`config.mk`:
```
export PLATFORM = sky130hd
export DESIGN_NAME = ps2_key_decoder
export DESIGN_NICKNAME = d
export VERILOG_FILES = /design/src/rtl/turf_keys_pkg.sv /design/src/rtl/ps2_rx_frame.sv /design/src/rtl/ps2_key_decoder.sv
export SDC_FILE = /design/constraint.sdc
export NUM_CORES = 1
export LEC_CHECK = 0
export BUFFER_PORTS_ARGS = -buffer_cell sky130_fd_sc_hd__buf_4
export CORE_ASPECT_RATIO = 0.7
export CORE_UTILIZATION = 55
export CTS_CLUSTER_DIAMETER = 60
export DETAILED_ROUTE_END_ITERATION = 6
export GPL_TIMING_DRIVEN = 1
export PLACE_DENSITY = 0.74
export SYNTH_ARGS = -nofsm -noshare
export SYNTH_HDL_FRONTEND = slang
export SYNTH_SLANG_ARGS = --single-unit
```
`constraint.sdc`:
```
create_clock -name CLOCK_50 -period 6.8 [get_ports CLOCK_50]
set_input_delay 0.68 -clock CLOCK_50 [delete_from_list [all_inputs] [get_ports CLOCK_50]]
set_output_delay 0.68 -clock CLOCK_50 [all_outputs]
set_load 0.05 [all_outputs]
```
`src/rtl/turf_keys_pkg.sv`:
```
// Shared scan codes, key codes and frame states for the PS/2 key decoder.
// Scan code set 2 values; key codes match the directions stage case arms.
package turf_keys_pkg;

  localparam int TIMEOUT_CYCLES_DFLT = 50000;

  localparam logic [7:0] SC_E0    = 8'hE0;
  localparam logic [7:0] SC_F0    = 8'hF0;
  localparam logic [7:0] SC_W     = 8'h1D;
  localparam logic [7:0] SC_S     = 8'h1B;
  localparam logic [7:0] SC_A     = 8'h1C;
  localparam logic [7:0] SC_D     = 8'h23;
  localparam logic [7:0] SC_UP    = 8'h75;
  localparam logic [7:0] SC_DOWN  = 8'h72;
  localparam logic [7:0] SC_LEFT  = 8'h6B;
  localparam logic [7:0] SC_RIGHT = 8'h74;
  localparam logic [7:0] SC_I     = 8'h43;
  localparam logic [7:0] SC_K     = 8'h42;
  localparam logic [7:0] SC_J     = 8'h3B;
  localparam logic [7:0] SC_L     = 8'h4B;
  localparam logic [7:0] SC_KP8   = 8'h75;
  localparam logic [7:0] SC_KP5   = 8'h73;
  localparam logic [7:0] SC_KP4   = 8'h6B;
  localparam logic [7:0] SC_KP6   = 8'h74;
  localparam logic [7:0] SC_SPACE = 8'h29;

  localparam logic [4:0] KEY_P1_UP    = 5'd0;
  localparam logic [4:0] KEY_P1_DOWN  = 5'd1;
  localparam logic [4:0] KEY_P1_LEFT  = 5'd2;
  localparam logic [4:0] KEY_P1_RIGHT = 5'd3;
  localparam logic [4:0] KEY_P2_UP    = 5'd4;
  localparam logic [4:0] KEY_P2_DOWN  = 5'd5;
  localparam logic [4:0] KEY_P2_LEFT  = 5'd6;
  localparam logic [4:0] KEY_P2_RIGHT = 5'd7;
  localparam logic [4:0] KEY_P3_UP    = 5'd8;
  localparam logic [4:0] KEY_P3_DOWN  = 5'd9;
  localparam logic [4:0] KEY_P3_LEFT  = 5'd10;
  localparam logic [4:0] KEY_P3_RIGHT = 5'd11;
  localparam logic [4:0] KEY_P4_UP    = 5'd12;
  localparam logic [4:0] KEY_P4_DOWN  = 5'd13;
  localparam logic [4:0] KEY_P4_LEFT  = 5'd14;
  localparam logic [4:0] KEY_P4_RIGHT = 5'd15;
  localparam logic [4:0] KEY_RESET    = 5'd16;
  localparam logic [4:0] KEY_NONE     = 5'd31;

  typedef enum logic [1:0] {
    S_IDLE,
    S_DATA,
    S_PARITY,
    S_STOP
  } ps2_state_e;

endpackage

```
`src/rtl/ps2_rx_frame.sv`:
```
// PS/2 receive framer: synchronisers, falling-edge detect, frame FSM, timeout.
// Delivers one good byte per strobe or a single-cycle error pulse.
module ps2_rx_frame
  import turf_keys_pkg::*;
#(
  parameter int TIMEOUT_CYCLES = TIMEOUT_CYCLES_DFLT
) (
  input  logic       clk_i,
  input  logic       rst_ni,
  input  logic       ps2_clk_i,
  input  logic       ps2_dat_i,
  output logic [7:0] rx_byte_o,
  output logic       rx_strobe_o,
  output logic       frame_err_o
);

  localparam logic [15:0] TMO_LAST = 16'(TIMEOUT_CYCLES - 1);

  logic [2:0]  clk_sync_q;
  logic [1:0]  dat_sync_q;
  ps2_state_e  state_q, state_d;
  logic [2:0]  cnt_q, cnt_d;
  logic [7:0]  shift_q, shift_d;
  logic        par_q, par_d;
  logic [15:0] tmo_q, tmo_d;
  logic [7:0]  byte_q, byte_d;
  logic        stb_q, stb_d;
  logic        err_q, err_d;
  logic        fall;
  logic        dat;

  // bit 2 holds the previous synced clock for edge detection
  assign fall = clk_sync_q[2] & ~clk_sync_q[1];
  assign dat  = dat_sync_q[1];

  // synchronisers and frame state
  always_ff @(posedge clk_i or negedge rst_ni) begin
    if (!rst_ni) begin
      clk_sync_q <= 3'b111;
      dat_sync_q <= 2'b11;
      state_q    <= S_IDLE;
      cnt_q      <= '0;
      shift_q    <= '0;
      par_q      <= 1'b0;
      tmo_q      <= '0;
      byte_q     <= '0;
      stb_q      <= 1'b0;
      err_q      <= 1'b0;
    end else begin
      clk_sync_q <= {clk_sync_q[1:0], ps2_clk_i};
      dat_sync_q <= {dat_sync_q[0], ps2_dat_i};
      state_q    <= state_d;
      cnt_q      <= cnt_d;
      shift_q    <= shift_d;
      par_q      <= par_d;
      tmo_q      <= tmo_d;
      byte_q     <= byte_d;
      stb_q      <= stb_d;
      err_q      <= err_d;
    end
  end

  // next-state: frame sequencing, timeout abort, strobes
  always_comb begin
    state_d = state_q;
    cnt_d   = cnt_q;
    shift_d = shift_q;
    par_d   = par_q;
    byte_d  = byte_q;
    stb_d   = 1'b0;
    err_d   = 1'b0;
    tmo_d   = (fall || state_q == S_IDLE) ? 16'd0 : tmo_q + 16'd1;
    if (state_q != S_IDLE && tmo_q == TMO_LAST) begin
      state_d = S_IDLE;
      err_d   = 1'b1;
    end else if (fall) begin
      unique case (state_q)
        S_IDLE: begin
          if (!dat) begin
            state_d = S_DATA;
            cnt_d   = '0;
          end else begin
            err_d = 1'b1;
          end
        end
        S_DATA: begin
          shift_d = {dat, shift_q[7:1]};
          cnt_d   = cnt_q + 3'd1;
          if (cnt_q == 3'd7) state_d = S_PARITY;
        end
        S_PARITY: begin
          par_d   = ^{shift_q, dat};
          state_d = S_STOP;
        end
        S_STOP: begin
          if (dat && par_q) begin
            stb_d  = 1'b1;
            byte_d = shift_q;
          end else begin
            err_d = 1'b1;
          end
          state_d = S_IDLE;
        end
        default: state_d = S_IDLE;
      endcase
    end
  end

  assign rx_byte_o   = byte_q;
  assign rx_strobe_o = stb_q;
  assign frame_err_o = err_q;

endmodule

```
`src/rtl/ps2_key_decoder.sv`:
```
// PS/2 key decoder: make/break/E0 handling and held-key register.
// Feeds the directions stage with a 5-bit code, KEY_NONE when idle.
module ps2_key_decoder
  import turf_keys_pkg::*;
#(
  parameter int TIMEOUT_CYCLES = TIMEOUT_CYCLES_DFLT
) (
  input  logic       CLOCK_50,
  input  logic       resetn,
  input  logic       PS2_CLK,
  input  logic       PS2_DAT,
  output logic [4:0] KEY_PRESSED,
  output logic       key_valid,
  output logic [7:0] rx_byte,
  output logic       rx_strobe,
  output logic       frame_err
);

  logic       ext_q, ext_d;
  logic       brk_q, brk_d;
  logic [4:0] key_q, key_d;
  logic       kv_q, kv_d;
  logic [4:0] code;
  logic       hit;

  ps2_rx_frame #(
    .TIMEOUT_CYCLES(TIMEOUT_CYCLES)
  ) u_frame (
    .clk_i      (CLOCK_50),
    .rst_ni     (resetn),
    .ps2_clk_i  (PS2_CLK),
    .ps2_dat_i  (PS2_DAT),
    .rx_byte_o  (rx_byte),
    .rx_strobe_o(rx_strobe),
    .frame_err_o(frame_err)
  );

  // scan code to key code lookup, E0 selects arrow vs keypad
  always_comb begin
    hit  = 1'b1;
    code = KEY_NONE;
    case ({ext_q, rx_byte})
      {1'b0, SC_W}:     code = KEY_P1_UP;
      {1'b0, SC_S}:     code = KEY_P1_DOWN;
      {1'b0, SC_A}:     code = KEY_P1_LEFT;
      {1'b0, SC_D}:     code = KEY_P1_RIGHT;
      {1'b1, SC_UP}:    code = KEY_P2_UP;
      {1'b1, SC_DOWN}:  code = KEY_P2_DOWN;
      {1'b1, SC_LEFT}:  code = KEY_P2_LEFT;
      {1'b1, SC_RIGHT}: code = KEY_P2_RIGHT;
      {1'b0, SC_I}:     code = KEY_P3_UP;
      {1'b0, SC_K}:     code = KEY_P3_DOWN;
      {1'b0, SC_J}:     code = KEY_P3_LEFT;
      {1'b0, SC_L}:     code = KEY_P3_RIGHT;
      {1'b0, SC_KP8}:   code = KEY_P4_UP;
      {1'b0, SC_KP5}:   code = KEY_P4_DOWN;
      {1'b0, SC_KP4}:   code = KEY_P4_LEFT;
      {1'b0, SC_KP6}:   code = KEY_P4_RIGHT;
      {1'b0, SC_SPACE}: code = KEY_RESET;
      default:          hit  = 1'b0;
    endcase
  end

  // prefix flags and held-key register
  always_ff @(posedge CLOCK_50 or negedge resetn) begin
    if (!resetn) begin
      ext_q <= 1'b0;
      brk_q <= 1'b0;
      key_q <= KEY_NONE;
      kv_q  <= 1'b0;
    end else begin
      ext_q <= ext_d;
      brk_q <= brk_d;
      key_q <= key_d;
      kv_q  <= kv_d;
    end
  end

  // byte decode: prefixes accumulate, any other byte consumes them
  always_comb begin
    ext_d = ext_q;
    brk_d = brk_q;
    key_d = key_q;
    kv_d  = 1'b0;
    if (frame_err) begin
      ext_d = 1'b0;
      brk_d = 1'b0;
    end else if (rx_strobe) begin
      unique case (1'b1)
        (rx_byte == SC_E0): ext_d = 1'b1;
        (rx_byte == SC_F0): brk_d = 1'b1;
        default: begin
          ext_d = 1'b0;
          brk_d = 1'b0;
          if (hit && !brk_q) begin
            key_d = code;
            kv_d  = 1'b1;
          end else if (hit && key_q == code) begin
            key_d = KEY_NONE;
          end
        end
      endcase
    end
  end

  assign KEY_PRESSED = key_q;
  assign key_valid   = kv_q;

endmodule

```
# After elaboration in Yosys (flattened, before gate mapping)
# Cells that the tools add are included.
# word_totals
mem_bits_ro	0
elab_cells	105
regBits	53
latchBits	0
n_memories	0
mem_bits_rw	0
input_bits	4
# classes
eq_ne	30
div	0
addsub	2
n_reduce_logical	23
order_cmp	0
bitwise_logic	5
n_mul	0
mux	31
shift	0
# ops
operator	count
$pmux 5 s17	1
$eq 9x7->1 const B	7
$eq 9x9->1 const B	4
$eq 9x5->1 const B	3
$eq 9x6->1 const B	3
$mux 1	17
$reduce_or 17->1	1
$add 16x1->16 const B	1
$eq 16x16->1 const B	1
$eq 8x8->1 const B	2
$mux 16	1
$reduce_and 4->1	3
$mux 5	2
$reduce_bool 2->1	5
$reduce_and 3->1	3
$reduce_xor 9->1	1
$mux 2	4
$pmux 2 s4	1
$pmux 1 s2	3
$pmux 3 s2	1
$eq 5x5->1	1
$eq 2x2->1 const B	2
$logic_and 1x1->1	4
$ne 2x1->1 const B	2
14 further kinds	18

# Longest topological paths before layout
# Gate-level depths: netlist (run 1).
# depth
depth_word	8
depth_mapped	9
mapped_depth_nobuf	8

# Modules after synthesis
# A second synthesis (run 1) with hierarchy kept.
# hier_totals
cells_unflattened	302
area_unflattened_um2	3118.0
# modules_own_cells
mod	cells_each	area_per_inst_um2	instances
ps2_rx_frame	179	2123.3	1
ps2_key_decoder	123	994.7	1

# Worst setup path before layout (run 1)
# No wires, ideal clock.
# synth_path
kind	reg2reg
from	reg u_frame.byte_q[1] (netlist: u_frame.rx_byte_o[1])
to	reg key_q[3] (netlist: KEY_PRESSED[3])
t_required_ns	6.723
path_slack_ns	4.264
stages_incl_launch_ff	9
setup_time_ns	0.077
period_less_slack_ns	2.536
t_arrival_ns	2.459
path_cell_list	dfrtp_1 buf_4 and4bb_2 a221oi_1 nor2_1 or3_2 a21oi_1 o221ai_2 a31oi_1
# synth_between
elab_chain_cells	6
word_cells_on_any_way	30
classes_between	eq/ne: 20; mux: 3; bitwise: 1; reduce/logical: 6
# synth_lines
element	line	source
from (decl)	ps2_rx_frame.sv:26	logic [7:0] byte_q, byte_d;
from (signal assigned)	ps2_rx_frame.sv:57	byte_q <= byte_d;
$eq 9x6->1 (tied with other cells)	ps2_key_decoder.sv:42	case ({ext_q, rx_byte})
$pmux 5 s17 or $reduce_or 17->1 (tied branches)	n/a	
$eq 5x5->1 or $mux 1 (tied branches)	ps2_key_decoder.sv:98, ps2_key_decoder.sv:42	
$logic_and 1x1->1, on equally long branches	ps2_key_decoder.sv:98, ps2_key_decoder.sv:95	
$reduce_bool 2->1 (no line)	n/a	
$reduce_and 4->1 (no line)	n/a	
to (signal assigned)	ps2_key_decoder.sv:74	key_q <= key_d;
to (decl)	ps2_key_decoder.sv:21	logic [4:0] key_q, key_d;
# Several ways; a longest one is shown, not always the timed one.
# A chain may end at the register's enable or synchronous reset.

# Worst setup path after layout (run 1)
# layout_path
from	reg u_frame.byte_q[3] (netlist: u_frame.rx_byte_o[3])
to	reg key_q[3] (netlist: KEY_PRESSED[3])
# Same word-level chain as after synthesis.

==> results.toml, run 1 <==
[timing]
fin_tns_setup_ns = 0
slew_violations = 0
hold_violations = 0
slew_headroom_pct = 48.9
fmax_ghz = 0.376
setup_viol = 0
period_share_pct = 39.1
tightest_slew_ns = 0.764
rsz0062_at_grt = "no"
skew_ns = 0.00773
period_minus_slack_ns = 2.66

[floorplan]
die_h_um = 63.4
dieArea_sq_um = 5680
start_util_pct = 59.6
fp.dieW_um = 89.7
coreArea_sq_um = 4970
num_rows = 21
ios = 20

[worst_setup_path]
critical_path_class = "register to register"
critPathMaxFanout = 15
required_ns = 7.04
cp-start-kind = "register"
critical_path.slowest_cell = "dfrtp_1"
cp_slowest_stage_delay_ns = 0.65
crit_path_end_kind = "register"
crit_family = "simple AND/OR/NAND/NOR gates"
crit_chain = "and4bb_2 > a221oi_1 > nor2_1 > or3_2 > a21oi_1 > o221ai_2 > a31oi_1"
critPathArrivalTime_ns = 2.89
cp_num_buf_inv = 0

[layout]
areaGrowthSynthToFinish_pct = 10.5
mostFrequentLayoutCell = "dfrtp_1"
finalNonFillerCells = 376
nNetsFinal = 317
drive_above_1_share_pct = 23.1
final_core_util_pct = 65.8
layout_common_cells = "dfrtp_1, nor2_1, buf_4"
n_antenna_cell = 0

[flow_run]
drv_cap = 0

[route]
num_vias = 2196
wl_per_cell_um = 15.4
drt-total-wl_mm = 5.81
firstDrtPassIters = 5
ant_nets = 0
drt_iter0_markers = 131
drcViolationCount = 0
routed_via_density = 5.84

[placement]
gp_congestion = 0.888
hpwl_mm = 4.11
portBuffers = 19
placedCellCount = 368

[power_and_ir_drop]
seqPwrFrac_pct = 43.4
p_sw_mw = 0.358
ir_drop_mv = 0.201
internal_power_mw = 0.678
power_mw = 1.04
switching_share_pct = 34.5
p_per_area_nw_per_um2 = 317
pwr-share-clk_pct = 24.2
combPwrFrac_pct = 32.4
leakage_nw = 1.41

[clock_tree]
clk_latency_ns = 0.31
cts_setup_buffers = 0
htree_levels = 2
cts_hold_buf = 0
numCtsBuffers = 5
clk_pin_slew_worst_paths_ns = 0.10
cts_resized = 0
cts-root-buf = "clkbuf_8"
clockBufferDepth = 2
cts_tree = "built"
cts.sinks = 53

[global_route]
antenna_found_initial = 0
grt.total_usage_pct = 22.9
grt-ovfl-total = 0
grt_start_max_net_pins = 54
grt_pass1_wl_mm = 9.82
first_global_vias = 2028

[yosys]
synth-main-ff-cell = "dfrtp_1"
yosys.area.top_type = "dfrtp_1"
synth_area_sq_um = 2960
synth_cells = 290
synth_fp_nets = 301
synth_seq_area_share_pct = 45.3
ys_top_cells_by_area = "dfrtp_1, dfstp_2, mux2_2, nor2_1, xnor2_1"
yosysUniqueCellTypes = 60
yosysTopAreaCellShare_pct = 36.4
async_flop_share_pct = 100
synth_edf_count = 0
ys_ff_latch = 53
avgSynthCellArea_sq_um = 10.2
yosys_warnings = 0

[min_path]
hold_path.class = "register to register"

[status]
status = "finished, final reports clean"
[cell type report]
class / count / area [sq um]
inverter: 10 / 37.5
multi-input combinational: 217 / 1530
clock buffer: 5 / 68.8
timing repair buffer: 19 / 143
fill: 402 / 1700
sequential: 53 / 1340
tap: 69 / 86.3
clock inverter: 3 / 65.1
[sequential cells by signal, indices dropped and copies added (netlist names)]
register and count:
u_frame.tmo_q 16, u_frame.frame_err_o 1, u_frame.state_q 2, u_frame.rx_strobe_o 1, ext_q 1, u_frame.shift_q 8, brk_q 1, u_frame.cnt_q 3
u_frame.rx_byte_o 8, u_frame.clk_sync_q 3, u_frame.par_q 1, u_frame.dat_sync_q 2, KEY_PRESSED 5, key_valid 1
[worst paths after layout]
check | slack, ns | cells past startpoint | from | to
max reg2reg | 4.14 | 7 | u_frame.rx_byte_o[3] | KEY_PRESSED[3]
max in group asynchronous | 5.98 | 1 | resetn | u_frame.tmo_q[11]
min | 0.36 | 0 | u_frame.dat_sync_q[0] | u_frame.dat_sync_q[1]
min in group asynchronous | 0.39 | 1 | resetn | u_frame.cnt_q[0]
min reg2reg | 0.36 | 0 | u_frame.dat_sync_q[0] | u_frame.dat_sync_q[1]
max | 4.14 | 7 | u_frame.rx_byte_o[3] | KEY_PRESSED[3]
[power groups by stage]
stage	combinational, mW	clock [mW]	sequential (mW)
2_1_floorplan	0.252	0	0.460
3_3_place_gp	0.326	0	0.452
3_5_place_dp	0.332	0	0.454
4_1_cts	0.335	0.255	0.449
5_1_grt	0.368	0.271	0.458
6_report	0.336	0.251	0.450
[metrics by stage]
step / hold WS, ns / setup slack [ns] / instance area, sq um
CTS: 0.361 / 4.19 / 3270
global placement: 0.345 / 4.35 / 3140
detailed placement: 0.347 / 4.22 / 3140
finish: 0.360 / 4.14 / 3270
global route: 0.364 / 3.97 / 3270
floorplan: 0.345 / 4.26 / 2960
[layer usage]
layer | GRT usage, % | vias to the layer above | wire length [um]
li1 | - | 1070 | -
met1 | 34.9 | 1059 | 2940
met5 | 0 | - | 0
met3 | 6.82 | 5 | 354
met2 | 31.3 | 62 | 2470
met4 | 6.15 | 0 | 38
[kinds of logic (layout without fill, tap and decap cells)]
| kind of cell | after synthesis | count (layout) | share of synthesized area, % |
|---|---|---|---|
| adders and majority gates | 7 | 7 | 2.96 |
| muxes | 16 | 16 | 6.09 |
| AOI/OAI and AO/OA | 57 | 57 | 14.3 |
| xor gates and xnor gates | 22 | 22 | 6.51 |
| DFF | 53 | 53 | 45.3 |
| and+or+nand+nor | 115 | 115 | 21.9 |
| buffers and inverters | 20 | 37 | 3.00 |
[cell usage after synthesis (3+ instances only)]
cell type	number
dfrtp_1	43
nor2_1	33
a21oi_1	16
mux2_2	16
nand2_1	16
o21ai_0	15
xnor2_1	11
xor2_1	11
dfstp_2	10
inv_1	10
nand3_1	9
ha_1	7
nand4_1	7
nor2b_1	7
nand2b_1	6
nor3_1	6
clkbuf_1	5
nor3b_1	5
or3_1	5
buf_4	3
nor4_1	3
(Power assumes the default switching activity.)
==> run 2: changes to the inputs <==
--- a/config.mk
+++ b/config.mk
@@ -7,11 +7,11 @@
 export LEC_CHECK = 0
 export BUFFER_PORTS_ARGS = -buffer_cell sky130_fd_sc_hd__buf_4
 export CORE_ASPECT_RATIO = 0.7
-export CORE_UTILIZATION = 55
+export CORE_UTILIZATION = 54
 export CTS_CLUSTER_DIAMETER = 60
 export DETAILED_ROUTE_END_ITERATION = 6
 export GPL_TIMING_DRIVEN = 1
-export PLACE_DENSITY = 0.74
+export PLACE_DENSITY = 0.75
 export SYNTH_ARGS = -nofsm -noshare
 export SYNTH_HDL_FRONTEND = slang
 export SYNTH_SLANG_ARGS = --single-unit
==> constraint.sdc (replaced) <==
create_clock -name CLOCK_50 -period 2.3 [get_ports CLOCK_50]
set_input_delay 0.23 -clock CLOCK_50 [delete_from_list [all_inputs] [get_ports CLOCK_50]]
set_output_delay 0.23 -clock CLOCK_50 [all_outputs]
set_load 0.05 [all_outputs]
==> run 2 against run 1 <==
Compared with the run above: clock power increased by 110%; final cell count rose by 6.9%; clock skew up 0.0012 ns; first-iteration DRC count shrank 22%; critical endpoint unchanged; sequential power rose to 2.9 times the previous value; routed wire length rose by 3.5%; die area rose by 1.8%; sequential cell count unchanged; largest cell class unchanged; hold slack lost 0.34 ns; clock-buffer cell count did not move; via count grew 4.6%; critical path type unchanged; the run now ends with setup timing left; fmax grew 14%.
==> results.toml, run 2 (synthesized netlist as in run 1, its figures left out) <==
[route]
drt-total-wl_mm = 6.01
wl_per_cell_um = 15.0
routed_via_density = 5.72
drcViolationCount = 0
ant_nets = 0
num_vias = 2298
drt_iter0_markers = 102
firstDrtPassIters = 4

[timing]
setup_viol = 5
setup_ws_ns = -0.0413
slew_violations = 0
hold_violations = 0
period_minus_slack_ns = 2.34
fin_tns_setup_ns = -0.164
rsz0062_at_grt = "yes"
tightest_slew_ns = 0.647
skew_ns = 0.00896
fmax_ghz = 0.427
slew_headroom_pct = 56.9
period_share_pct = 102

[clock_tree]
numCtsBuffers = 5
cts-root-buf = "clkbuf_8"
htree_levels = 2
clk_latency_ns = 0.31
cts_tree = "built"
clk_pin_slew_worst_paths_ns = 0.10
cts.sinks = 53
clockBufferDepth = 2

[layout]
largest_register = "u_frame.tmo_q"
nNetsFinal = 340
drive_above_1_share_pct = 32.1
mostFrequentLayoutCell = "buf_4"
n_antenna_cell = 0
largest_register_ff_count = 16
areaGrowthSynthToFinish_pct = 17.3
layout_common_cells = "buf_4, dfrtp_1, nor2_1"

[worst_setup_path]
critPathArrivalTime_ns = 2.58
timing.critical_path.from = "u_frame.rx_byte_o[4]"
critical_path.slowest_cell = "or3_2"
required_ns = 2.54
r2r_start = "u_frame.rx_byte_o[4]"
cp-start-kind = "register"
critPathMaxFanout = 9
crit_chain = "buf_4 > nor2b_2 > a21oi_1 > nor4b_4 > or3_2 > a21oi_1 > o221ai_2 > a31oi_1"
cp_num_buf_inv = 1
critical_path_class = "register to register"
cp_slowest_stage_delay_ns = 0.51
crit_family = "compound AO/OA/AOI/OAI gates"
crit_path_end_kind = "register"
timing.critical_path.mode_cell = "a21oi_1"

[global_route]
met1_usage_pct = 31.1
grt_util_met3_pct = 5.00
first_global_vias = 2237
grt.total_usage_pct = 22.1
grt_start_max_net_pins = 54
grtUsageMet2_pct = 34.3
antenna_found_initial = 0
grt_busiest_layer = "met2"
grt-ovfl-total = 0
grt_pass1_wl_mm = 10.2

[floorplan]
num_rows = 22
ios = 20
start_util_pct = 56.3
fp.dieW_um = 90.5
coreArea_sq_um = 5260
dieArea_sq_um = 5780
die_h_um = 63.9

[power_and_ir_drop]
ir_drop_mv = 0.482
leakage_nw = 1.51
p_per_area_nw_per_um2 = 864
power_mw = 3.00

[status]
violations = "setup timing"
status = "finished, violations left"

[min_path]
hold_path.class = "primary input to register"
worstHoldStart = "PS2_CLK"

[placement]
gp_congestion = 0.864
portBuffers = 19
hpwl_mm = 4.22

[flow_run]
drv_cap = 0
==> run 2: cell count changes in the layout (fill, tap and decap cells not counted), sizes merged <==
| cell | delta |
|---|---|
| dlygate4sd3 | +1 |
| clkinvlp | +1 |
| inv | +1 |
| buf | +22 |
| bufinv | -2 |
==> run 2: area by class of cell <==
| class | count | area, sq um |
|---|---|---|
| Clock buffer | 5 | 68.8 |
| Clock inverter | 3 | 21.3 |
| Fill cell | 413 | 1790 |
| Inverter | 10 | 37.5 |
| Multi-Input combinational cell | 217 | 1570 |
| Sequential cell | 53 | 1350 |
| Tap cell | 72 | 90.1 |
| Timing Repair Buffer | 42 | 330 |
==> run 2: through the flow <==
step | cells | setup WS [ns] | area, sq um | hold WS (ns) | utilization [%]
2_1_floorplan | 290 | -0.0227 | 2990 | -0.0656 | -
6_report | 402 | -0.0413 | 3470 | 0.0218 | 66.0
5_1_grt | 402 | -0.175 | 3470 | 0.00264 | 66.0
4_1_cts | 400 | -0.0212 | 3430 | 0.00993 | 65.3
3_5_place_dp | 388 | -0.0406 | 3310 | 0.306 | 63.0
3_3_place_gp | 388 | 0.0167 | 3310 | 0.306 | 63.0
==> run 2: layer usage <==
layer | share of wire, % | vias up
li1 | - | 1115
met4 | 0.40 | 0
met1 | 48 | 1119
met2 | 46 | 60
met3 | 5.0 | 4
met5 | 0 | -
==> run 2: final timing paths <==
kind                            slack [ns]                     to  cells past startpoint
worst min register to register        0.36  u_frame.clk_sync_q[1]                      0
max in group asynchronous             1.35   u_frame.rx_byte_o[2]                      2
worst min-delay path                  0.02  u_frame.clk_sync_q[0]                      1
min in group asynchronous             0.46              key_valid                      2
worst max register to register       -0.04         KEY_PRESSED[3]                      8
worst max-delay path                 -0.04         KEY_PRESSED[3]                      8
==> run 2: what timing repair did <==
action,in CTS,in global routing
endpoints found under the setup margin,5,21
buffers inserted,3,2
resized for setup,1,5
pin swaps,1,2
endpoints found under the hold margin,43,0
hold buffers,1,0
==> run 2: report_power, final <==
part,switching [mW],internal (mW)
clock network,0.322,0.217
logic,0.607,0.537
registers,0.201,1.11
==> run 3: changes to the inputs <==
--- a/config.mk
+++ b/config.mk
@@ -12,6 +12,7 @@
 export DETAILED_ROUTE_END_ITERATION = 6
 export GPL_TIMING_DRIVEN = 1
 export PLACE_DENSITY = 0.75
+export RECOVER_POWER = 50
 export SYNTH_ARGS = -nofsm -noshare
 export SYNTH_HDL_FRONTEND = slang
 export SYNTH_SLANG_ARGS = --single-unit
==> constraint.sdc (replaced) <==
create_clock -name CLOCK_50 -period 2.3 [get_ports CLOCK_50]
set_input_delay 0.345 -clock CLOCK_50 [delete_from_list [all_inputs] [get_ports CLOCK_50]]
set_output_delay 0.345 -clock CLOCK_50 [all_outputs]
set_load 0.05 [all_outputs]
==> run 3 against run 2 <==
Compared with the run above: the run still ends with setup timing left; fmax rose by 0.21%; critical path depth unchanged; non-clock buffer count fell by 1; via count decreased by 0.13%; register-to-register slack about the same; core utilization shrank 0.24 points; sequential share of layout area increased by 0.14 points; sequential power barely moved; design area decreased by 0.36%.
==> results.toml, run 3 (synthesized netlist as in run 1, its figures left out) <==
[layout]
drive_above_1_share_pct = 31.9
mostFrequentLayoutCell = "buf_4"
largest_register = "u_frame.tmo_q"
final_area_sq_um = 3460
regArea_sq_um = 1350
n_antenna_cell = 0
layout_common_cells = "buf_4, dfrtp_1, nor2_1"
final_core_util_pct = 65.7
n_fill_cell = 415
nNetsFinal = 339
areaGrowthSynthToFinish_pct = 16.8
largest_register_ff_count = 16
multiInputGateArea_sq_um = 1570
finalNonFillerCells = 401

[route]
routed_via_density = 5.72
wl_per_cell_um = 15.0
firstDrtPassIters = 4
num_vias = 2295
drt-total-wl_mm = 6.02
drt_iter0_markers = 102
ant_nets = 0
drcViolationCount = 0

[timing]
slew_violations = 0
period_minus_slack_ns = 2.34
setup_ws_ns = -0.0363
rsz0062_at_grt = "yes"
fin_tns_setup_ns = -0.139
slew_headroom_pct = 15.8
period_share_pct = 102
hold_violations = 0
tightest_slew_ns = 1.26
fmax_ghz = 0.428
setup_viol = 5
skew_ns = 0.00849
fin_worst_hold_slack_ns = 0.138

[floorplan]
num_rows = 22
ios = 20
start_util_pct = 56.3
die_h_um = 63.9
fp.dieW_um = 90.5
dieArea_sq_um = 5780
coreArea_sq_um = 5260

[power_and_ir_drop]
p_per_area_nw_per_um2 = 867
power_mw = 3.00
ir_drop_mv = 0.482
leakage_nw = 1.50

[global_route]
grt_pass1_wl_mm = 10.2
grt_start_max_net_pins = 54
first_global_vias = 2236
antenna_found_initial = 0
grt.total_usage_pct = 22.1
grt-ovfl-total = 0

[min_path]
min_path_cells = 1
hold_path.class = "primary input to register"

[clock_tree]
clk_pin_slew_worst_paths_ns = 0.10
clockBufferDepth = 2
cts.sinks = 53
cts_tree = "built"
cts_hold_buf = 0
htree_levels = 2
cts-root-buf = "clkbuf_8"
clk_latency_ns = 0.31
numCtsBuffers = 5

[placement]
placedCellCount = 388
dp_slack_ns = -0.0406
gp_congestion = 0.864
portBuffers = 19
placed_area_sq_um = 3310
hpwl_mm = 4.22

[worst_setup_path]
cp_num_buf_inv = 1
worst_r2r_path_depth = 8
crit_chain = "buf_4 > nor2b_2 > a21oi_1 > nor4b_4 > or3_2 > a21oi_1 > o221ai_2 > a31oi_1"
timing.critical_path.mode_cell = "a21oi_1"
critical_path.slowest_cell = "or3_2"
required_ns = 2.54
critPathArrivalTime_ns = 2.58
crit_family = "compound AO/OA/AOI/OAI gates"
rrSetupSlack_ns = -0.04
critical_path_class = "register to register"
crit_path_end_kind = "register"
cp.depth = 8
cp_slowest_stage_delay_ns = 0.51
critPathMaxFanout = 9
cp-start-kind = "register"

[status]
violations = "setup timing"
status = "finished, violations left"

[flow_run]
drv_cap = 0
==> run 3: cell count changes in the layout (fill, tap and decap cells not counted) <==
cell / change
buf_4: -3
clkbuf_2: +1
clkbuf_4: +2
dfstp_1: +1
dfstp_2: -1
dlygate4sd3_1: -1
==> run 3: area by class of cell <==
cell class / instances / share of cell area, %
timing repair buffer: 41 / 9.20
clock inverter: 3 / 0.615
sequential: 53 / 39.0
clock buffer: 5 / 1.99
inverter: 10 / 1.09
tap: 72 / 2.61
multi-input combinational: 217 / 45.5
==> run 3: what timing repair did <==
item | 4_1_cts | 5_1_grt
setup buffers | 3 | 2
pin swaps | 1 | 2
setup endpoints to repair | 5 | 21
gates resized for setup | 1 | 5
==> run 3: power breakdown <==
group	internal [mW]	leakage [nW]	switching [mW]
Sequential	1.11	0.668	0.201
Clock	0.217	0.0445	0.323
Combinational	0.535	0.790	0.608
==> run 3: layer usage <==
layer	GRT usage [%]	share of wire (%)	vias up
met5	0	0	-
li1	-	-	1114
met1	31.1	49	1116
met2	34.3	46	61
met4	6.45	0.43	0
met3	5.00	5.0	4
==> run 3: worst paths after layout <==
check,start,end
min in group asynchronous,resetn,key_valid
max in group asynchronous,resetn,u_frame.rx_byte_o[2]
setup reg to reg,u_frame.rx_byte_o[4],KEY_PRESSED[3]
hold reg to reg,u_frame.dat_sync_q[0],u_frame.dat_sync_q[1]
hold / removal,PS2_DAT,u_frame.dat_sync_q[0]
setup / recovery,u_frame.rx_byte_o[4],KEY_PRESSED[3]
